File: config.mk
export PLATFORM = sky130hd
export DESIGN_NAME = rbp_host
export DESIGN_NICKNAME = d
export VERILOG_FILES = /design/src/rtl/rbp_pkg.sv /design/src/rtl/rbp_sync.sv /design/src/rtl/rbp_host.sv
export SDC_FILE = /design/constraint.sdc
export NUM_CORES = 1
export LEC_CHECK = 0
export CORE_MARGIN = 2
export CORE_UTILIZATION = 33
export CTS_BUF_LIST = sky130_fd_sc_hd__clkbuf_8
export DETAILED_ROUTE_END_ITERATION = 10
export HOLD_SLACK_MARGIN = 0.06
export PLACE_DENSITY = 0.69
export SETUP_SLACK_MARGIN = 0.15
export SYNTH_ARGS = -nofsm -noshare
export SYNTH_HDL_FRONTEND = slang
export SYNTH_SLANG_ARGS = --single-unit
export TNS_END_PERCENT = 30
File: constraint.sdc
create_clock -name sys_clk -period 1.87 [get_ports sys_clk]
set_input_delay 0.374 -clock sys_clk [delete_from_list [all_inputs] [get_ports sys_clk]]
set_output_delay 0.374 -clock sys_clk [all_outputs]
set_load 0.02 [all_outputs]
File: src/rtl/rbp_pkg.sv
// -----------------------------------------------------------------------------
// rbp_pkg
// Definitions shared by the rbp register-bus initiator and its users.
//   - Command codes. They are opaque to the host and only named here, so that
//     callers and responder benches use the same values.
//   - Bus widths.
//   - The host state encoding.
// -----------------------------------------------------------------------------
package rbp_pkg;

    localparam int RBP_CMD_W  = 4;
    localparam int RBP_DATA_W = 16;

    localparam logic [RBP_CMD_W-1:0] RBP_RESET_ADDR = 4'd0;
    localparam logic [RBP_CMD_W-1:0] RBP_READ       = 4'd1;
    localparam logic [RBP_CMD_W-1:0] RBP_POS_LO     = 4'd2;
    localparam logic [RBP_CMD_W-1:0] RBP_POS_HI     = 4'd3;
    localparam logic [RBP_CMD_W-1:0] RBP_FETCH      = 4'd4;
    localparam logic [RBP_CMD_W-1:0] RBP_START      = 4'd5;
    localparam logic [RBP_CMD_W-1:0] RBP_STOP       = 4'd6;
    localparam logic [RBP_CMD_W-1:0] RBP_TEST       = 4'd15;

    typedef enum logic [2:0] {
        ST_IDLE,
        ST_SETUP,
        ST_REQ,
        ST_RELEASE,
        ST_ABORT
    } rbp_state_t;

endpackage

File: src/rtl/rbp_sync.sv
// -----------------------------------------------------------------------------
// rbp_sync
// A STAGES-deep flip-flop chain that brings one asynchronous bit into the
// i_clk domain. STAGES must be at least 2.
//   i_clk : destination clock
//   i_rst : synchronous active-high reset; the chain is cleared so a stale
//           level cannot leak out of reset
//   i_d   : asynchronous input bit
//   o_q   : synchronized bit, STAGES clocks behind i_d
// -----------------------------------------------------------------------------
module rbp_sync #(
    parameter int STAGES = 2
) (
    input  logic i_clk,
    input  logic i_rst,
    input  logic i_d,
    output logic o_q
);

    logic [STAGES-1:0] r_sync;

    // NOTE: flops are written with non-blocking assignments. Every stage then
    // samples its neighbour's old value, so the chain shifts by exactly one
    // stage per clock and cannot collapse in a single clock.
    always_ff @(posedge i_clk) begin
        if (i_rst) begin
            r_sync <= '0;
        end else begin
            r_sync <= {r_sync[STAGES-2:0], i_d};
        end
    end

    assign o_q = r_sync[STAGES-1];

endmodule

File: src/rtl/rbp_host.sv
// -----------------------------------------------------------------------------
// rbp_host
// Initiator for the rbp register-bus protocol. A local user issues a single
// command or a burst of one command through a valid/ready port. The host runs
// one four-phase req/ack handshake per transaction and returns one 16-bit
// response for each transaction that completes. When an ack edge does not
// arrive in time, the host aborts and pulses rbp_rst to clear the responder.
//
// Parameters
//   SYNC_STAGES : depth of the synchronizer on rbp_ack (minimum 2)
//   TIMEOUT     : number of cycles to wait for an ack edge before aborting
//   LEN_W       : width of the burst-length field
//   RST_CYCLES  : length of the rbp_rst pulse after a timeout
//
// Ports
//   sys_clk, sys_rst : clock and synchronous active-high reset
//   cmd_valid/ready  : command handshake. Ready is high only in IDLE.
//   cmd_code         : rbp command code, passed through without decoding
//   cmd_len          : number of transactions; 0 is treated as 1
//   rsp_valid        : one-cycle pulse for each completed transaction
//   rsp_data         : rbp_data captured at that transaction's ack
//   rsp_last         : marks the final rsp_valid of a burst
//   err              : one-cycle pulse on timeout
//   busy             : host is not in IDLE
//   rbp_req/cmd/rst/dat : bus outputs to the responder; rbp_dat is constant 0
//   rbp_ack, rbp_data   : bus inputs from the responder (asynchronous)
// -----------------------------------------------------------------------------
module rbp_host
    import rbp_pkg::*;
#(
    parameter int SYNC_STAGES = 2,
    parameter int TIMEOUT     = 1023,
    parameter int LEN_W       = 16,
    parameter int RST_CYCLES  = 4
) (
    input  logic                  sys_clk,
    input  logic                  sys_rst,

    input  logic                  cmd_valid,
    output logic                  cmd_ready,
    input  logic [RBP_CMD_W-1:0]  cmd_code,
    input  logic [LEN_W-1:0]      cmd_len,

    output logic                  rsp_valid,
    output logic [RBP_DATA_W-1:0] rsp_data,
    output logic                  rsp_last,
    output logic                  err,
    output logic                  busy,

    output logic                  rbp_req,
    output logic [RBP_CMD_W-1:0]  rbp_cmd,
    output logic                  rbp_rst,
    output logic                  rbp_dat,
    input  logic                  rbp_ack,
    input  logic [RBP_DATA_W-1:0] rbp_data
);

    // The timeout counter stops at TIMEOUT-1 and the abort counter stops at
    // RST_CYCLES-1, so each counter is sized for its own terminal count.
    localparam int TMO_W   = (TIMEOUT    > 1) ? $clog2(TIMEOUT)    : 1;
    localparam int ABORT_W = (RST_CYCLES > 1) ? $clog2(RST_CYCLES) : 1;

    rbp_state_t            r_state,     w_state_nxt;
    logic [RBP_CMD_W-1:0]  r_cmd,       w_cmd_nxt;
    logic [LEN_W-1:0]      r_remain,    w_remain_nxt;
    logic [TMO_W-1:0]      r_tmo,       w_tmo_nxt;
    logic [ABORT_W-1:0]    r_abort_cnt, w_abort_cnt_nxt;
    logic                  r_req,       w_req_nxt;
    logic                  r_rst,       w_rst_nxt;
    logic                  r_rsp_valid, w_rsp_valid_nxt;
    logic [RBP_DATA_W-1:0] r_rsp_data,  w_rsp_data_nxt;
    logic                  r_rsp_last,  w_rsp_last_nxt;
    logic                  r_err,       w_err_nxt;

    logic                  w_ack_s;
    logic                  w_tmo_hit;

    rbp_sync #(
        .STAGES (SYNC_STAGES)
    ) u_ack_sync (
        .i_clk (sys_clk),
        .i_rst (sys_rst),
        .i_d   (rbp_ack),
        .o_q   (w_ack_s)
    );

    // The counter holds k during the k-th cycle after entering REQ or RELEASE.
    // Detecting TIMEOUT-1 here lets the abort, registered at this edge, show
    // up exactly TIMEOUT cycles after entry.
    assign w_tmo_hit = (r_tmo == TMO_W'(TIMEOUT - 1));

    always_comb begin
        // NOTE: every next-state value gets a default first. No path through
        // the case statement leaves a signal unassigned, which would infer a
        // latch.
        w_state_nxt     = r_state;
        w_cmd_nxt       = r_cmd;
        w_remain_nxt    = r_remain;
        w_tmo_nxt       = r_tmo;
        w_abort_cnt_nxt = r_abort_cnt;
        w_req_nxt       = r_req;
        w_rst_nxt       = 1'b0;
        w_rsp_valid_nxt = 1'b0;
        w_rsp_data_nxt  = r_rsp_data;
        w_rsp_last_nxt  = 1'b0;
        w_err_nxt       = 1'b0;

        unique case (r_state)
            ST_IDLE: begin
                if (cmd_valid) begin
                    w_cmd_nxt    = cmd_code;
                    w_remain_nxt = (cmd_len == '0) ? LEN_W'(1) : cmd_len;
                    w_state_nxt  = ST_SETUP;
                end
            end

            // rbp_cmd has been stable for one full cycle before req rises.
            ST_SETUP: begin
                w_req_nxt   = 1'b1;
                w_tmo_nxt   = '0;
                w_state_nxt = ST_REQ;
            end

            ST_REQ: begin
                if (w_ack_s) begin
                    // rbp_data is sampled directly. The responder has held it
                    // since before ack rose, which is at least SYNC_STAGES
                    // cycles of settling.
                    w_rsp_data_nxt  = rbp_data;
                    w_rsp_valid_nxt = 1'b1;
                    w_rsp_last_nxt  = (r_remain == LEN_W'(1));
                    w_remain_nxt    = r_remain - LEN_W'(1);
                    w_req_nxt       = 1'b0;
                    w_tmo_nxt       = '0;
                    w_state_nxt     = ST_RELEASE;
                end else if (w_tmo_hit) begin
                    w_req_nxt       = 1'b0;
                    w_err_nxt       = 1'b1;
                    w_rst_nxt       = 1'b1;
                    w_abort_cnt_nxt = '0;
                    w_state_nxt     = ST_ABORT;
                end else begin
                    w_tmo_nxt = r_tmo + TMO_W'(1);
                end
            end

            ST_RELEASE: begin
                if (!w_ack_s) begin
                    w_state_nxt = (r_remain != '0) ? ST_SETUP : ST_IDLE;
                end else if (w_tmo_hit) begin
                    w_err_nxt       = 1'b1;
                    w_rst_nxt       = 1'b1;
                    w_abort_cnt_nxt = '0;
                    w_state_nxt     = ST_ABORT;
                end else begin
                    w_tmo_nxt = r_tmo + TMO_W'(1);
                end
            end

            // rbp_rst was raised on entry and is held through the terminal
            // count, giving exactly RST_CYCLES high cycles. The rest of the
            // burst is dropped.
            ST_ABORT: begin
                if (r_abort_cnt == ABORT_W'(RST_CYCLES - 1)) begin
                    w_state_nxt = ST_IDLE;
                end else begin
                    w_rst_nxt       = 1'b1;
                    w_abort_cnt_nxt = r_abort_cnt + ABORT_W'(1);
                end
            end

            default: begin
                w_state_nxt = ST_IDLE;
            end
        endcase
    end

    always_ff @(posedge sys_clk) begin
        if (sys_rst) begin
            // NOTE: the response data register is cleared along with the
            // control state. Every registered output then has a defined value
            // out of reset, not just the ones that carry a valid strobe.
            r_state     <= ST_IDLE;
            r_cmd       <= '0;
            r_remain    <= '0;
            r_tmo       <= '0;
            r_abort_cnt <= '0;
            r_req       <= 1'b0;
            r_rst       <= 1'b1;  // held during reset to clear a stale responder ack
            r_rsp_valid <= 1'b0;
            r_rsp_data  <= '0;
            r_rsp_last  <= 1'b0;
            r_err       <= 1'b0;
        end else begin
            r_state     <= w_state_nxt;
            r_cmd       <= w_cmd_nxt;
            r_remain    <= w_remain_nxt;
            r_tmo       <= w_tmo_nxt;
            r_abort_cnt <= w_abort_cnt_nxt;
            r_req       <= w_req_nxt;
            r_rst       <= w_rst_nxt;
            r_rsp_valid <= w_rsp_valid_nxt;
            r_rsp_data  <= w_rsp_data_nxt;
            r_rsp_last  <= w_rsp_last_nxt;
            r_err       <= w_err_nxt;
        end
    end

    assign cmd_ready = (r_state == ST_IDLE);
    assign busy      = (r_state != ST_IDLE);
    assign rsp_valid = r_rsp_valid;
    assign rsp_data  = r_rsp_data;
    assign rsp_last  = r_rsp_last;
    assign err       = r_err;
    assign rbp_req   = r_req;
    assign rbp_cmd   = r_cmd;
    assign rbp_rst   = r_rst;
    assign rbp_dat   = 1'b0;

endmodule

==> impl_metrics.py <==
metrics = {
    "yosys": {
        "synth_enable_flop_cells": 0,
        "synthFlopType": "sky130_fd_sc_hd__dfxtp_1",
        "ff_latch_count_synth": 58,
        "yosys.cell_types.count": 47,
        "synthArstFlopShare": 0,
        "synth.cell_area_sq_um": 2770,
        "synth_fp_nets": 402,
        "seq_area_frac_synth": 0.419,
        "synthesis.instances": 356,
        "synthesis.area_per_instance_sq_um": 7.78,
        "yosys_warnings": 0,
    },
    "detailed_routing": {
        "via_total_after_detailed_routing": 3031,
        "vias_per_cell": 5.32,
        "wire_per_inst_um": 14.4,
        "drc_markers": 0,
        "first_pass_iters": 4,
        "antenna_left": 0,
        "top_layer_used": "met4",
        "met2_length_um": 3990,
        "detailroute.wirelength.met3_um": 596,
        "wl_met1_um": 3520,
        "drt_iter0_drc": 171,
        "drt-total-wl_um": 8240,
    },
    "sta": {
        "rsz_0062_raised_after_global_routing": "true",
        "timing_hold_violations_final": 0,
        "worst_hold_slack_ns": 0.449,
        "timing.final.crit_share": 1.00,
        "timing.slew.headroom": 0.643,
        "postLayoutSetupSlackWorst_ns": -0.00906,
        "min_period_ns": 1.88,
        "clock_skew_ns": 0.00387,
        "max_slew.worst_pin.slew_ns": 0.535,
        "setup_failing_eps_final": 1,
        "report.final.slew_viol_count": 0,
        "maxClockFrequency_mhz": 532,
    },
    "global_routing": {
        "initial_antenna_violation_count": 0,
        "first_global_vias": 2838,
        "grt_max_degree": 49,
        "grt_pass1_wl_um": 13400,
        "total_routing_usage_reported_by_global_routing": 0.188,
        "globalRoute.totalOverflow": 0,
    },
    "cells_and_area": {
        "layout-drive-gt1-share": 0.241,
        "leading_cell_type_in_the_layout_fill_and_taps_excluded": "sky130_fd_sc_hd__nand2_1",
        "layout-area-overhead-vs-synth_pct": 54.9,
        "final_cells": 570,
        "layout.cells.most_common_list": "sky130_fd_sc_hd__nand2_1 (62), sky130_fd_sc_hd__clkdlybuf4s50_1 (56), sky130_fd_sc_hd__dfxtp_1 (49)",
        "fillCellCount": 767,
        "nNetsFinal": 506,
        "diodes": 0,
    },
    "clock_network": {
        "tritoncts": "built",
        "cts-buffers-inserted": 9,
        "worstSkewPairLatency_ns": 0.34,
        "cts.path.max_buffers": 2,
        "clkSinkCount": 58,
        "clk_root_buffer_cell": "sky130_fd_sc_hd__clkbuf_8",
        "clk_pin_slew_worst_paths_ns": 0.07,
        "deepest_level_of_the_cts_h_tree": 3,
        "cts_hold_buf": 0,
    },
    "power": {
        "powerDensity_nw_per_um2": 856,
        "leakage_nw": 1.71,
        "peakVddDrop_uv": 404,
    },
    "job": {
        "max_cap_violations": 0,
    },
    "run_status": {
        "failed_checks": "negative setup slack",
        "run_status": "finished, violations left",
    },
    "floorplanning": {
        "placementRows": 33,
        "pin_count": 68,
        "die_w_um": 95.6,
        "fp.dieArea_sq_um": 9150,
        "die_height_um": 95.6,
        "core_region_area_sq_um": 8180,
        "starting_density_of_the_core": 0.339,
    },
    "worst_setup_path": {
        "critical_path_class": "reg -> reg",
        "critical_path_arrival_ns": 2.15,
        "critical-path-slowest-cell": "sky130_fd_sc_hd__or4_4",
        "endpoint_kind": "register",
        "crit_path_cell_trace": "or4_4 > or3_4 > or4_1 > a31oi_1",
        "startpoint_type": "register",
        "largest_delay_contributor_family_on_the_critical_path": "simple AND/OR/NAND/NOR gates",
        "worst_path_buffer_plus_inverter_count": 0,
        "cp_slowest_stage_delay_ns": 0.52,
        "crit_fanout": 5,
        "required_time_reported_for_the_critical_path_endpoint_ns": 2.14,
    },
    "placement": {
        "hpwlAfterDp_um": 5840,
        "io_buffers": 66,
        "place_inst": 553,
        "gp_congestion": 0.923,
    },
    "hold_path": {
        "hold_path.class": "reg -> reg",
    },
}
## registers in the layout, indices dropped and copies added (netlist names)
name               flops
r_abort_cnt            2
rbp_cmd                4
rsp_valid              1
r_state                3
r_remain              16
rbp_rst                1
u_ack_sync.r_sync      2
rsp_data              16
rsp_last               1
r_tmo                 10
rbp_req                1
err                    1
## stage by stage
step	setup TNS (ns)	total power, mW	utilization	area, sq um	setup WS (ns)
global route	-0.204	3.85	0.525	4290	-0.0483
floorplan	-0.0157	1.80	-	2790	-0.00789
finish	-0.00906	3.68	0.525	4290	-0.00906
CTS	-0.110	3.63	0.509	4160	-0.0650
detailed placement	-7.74	2.18	0.470	3840	-0.314
global placement	-7.30	2.17	0.470	3840	-0.305
## cell families (layout without fill, tap and decap cells)
family | after synthesis | after routing | share of synthesized area
simple gates | 167 | 167 | 0.298
xor+xnor | 2 | 2 | 0.00632
mux | 2 | 2 | 0.00767
flops | 58 | 58 | 0.419
fa+ha+maj | 6 | 6 | 0.0271
other cells | 1 | 1 | 0.00135
compound gates | 93 | 93 | 0.202
buf+inv | 27 | 136 | 0.0388
## layout make-up
class                   instances  area [sq um]  share of cell area
inverters                       6          22.5             0.00524
clock buffers                  12           165              0.0385
flip-flops and latches         58          1180               0.274
well taps                     105           131              0.0306
multi-input cells             271          1680               0.391
repair buffers                114          1050               0.244
clock inverters                 4          72.6              0.0169
## metal layers
layer  vias up  GRT usage
met4         0     0.0607
met5         -          0
li1       1496          -
met1      1419      0.237
met3        17     0.0625
met2        99      0.303
## timing repair
| item | 4_1_cts | 5_1_grt |
|---|---|---|
| setup buffers | 1 | 0 |
| gates resized for setup | 25 | 42 |
| endpoints found under the hold margin | 0 | 0 |
| pin swaps | 13 | 6 |
| endpoints found under the setup margin | 38 | 46 |
## power by group
group          leakage [nW]  internal [mW]  total (mW)  switching [mW]
clock                 0.119          0.857        1.37           0.515
combinational          1.12          0.473       0.947           0.474
sequential            0.476           1.30        1.36          0.0548
total                  1.71           2.63        3.68            1.04
## path summary, 6_finish.rpt
path / startpoint / to / slack (ns) / cells after the start
min: u_ack_sync.r_sync[0] / u_ack_sync.r_sync[1] / 0.45 / 1
min reg2reg: u_ack_sync.r_sync[0] / u_ack_sync.r_sync[1] / 0.45 / 1
max reg2reg: r_remain[8] / r_remain[14] / -0.009 / 4
max: r_remain[8] / r_remain[14] / -0.009 / 4
## cells in the mapped netlist, types with 5 or more instances
master	instances	area share
sky130_fd_sc_hd__o21ai_0	18	0.033
sky130_fd_sc_hd__nand4_1	6	0.014
sky130_fd_sc_hd__ha_1	6	0.027
sky130_fd_sc_hd__and3_1	5	0.011
sky130_fd_sc_hd__nor2_1	34	0.046
sky130_fd_sc_hd__inv_1	6	0.0081
sky130_fd_sc_hd__nor3_1	10	0.018
sky130_fd_sc_hd__dfxtp_1	58	0.42
sky130_fd_sc_hd__clkbuf_1	18	0.024
sky130_fd_sc_hd__nand2_1	62	0.084
sky130_fd_sc_hd__nor4_1	10	0.023
sky130_fd_sc_hd__or4_1	8	0.022
sky130_fd_sc_hd__a21oi_1	44	0.079
sky130_fd_sc_hd__nand3_1	9	0.016
No activity file was read; power rests on OpenSTA's default activity.
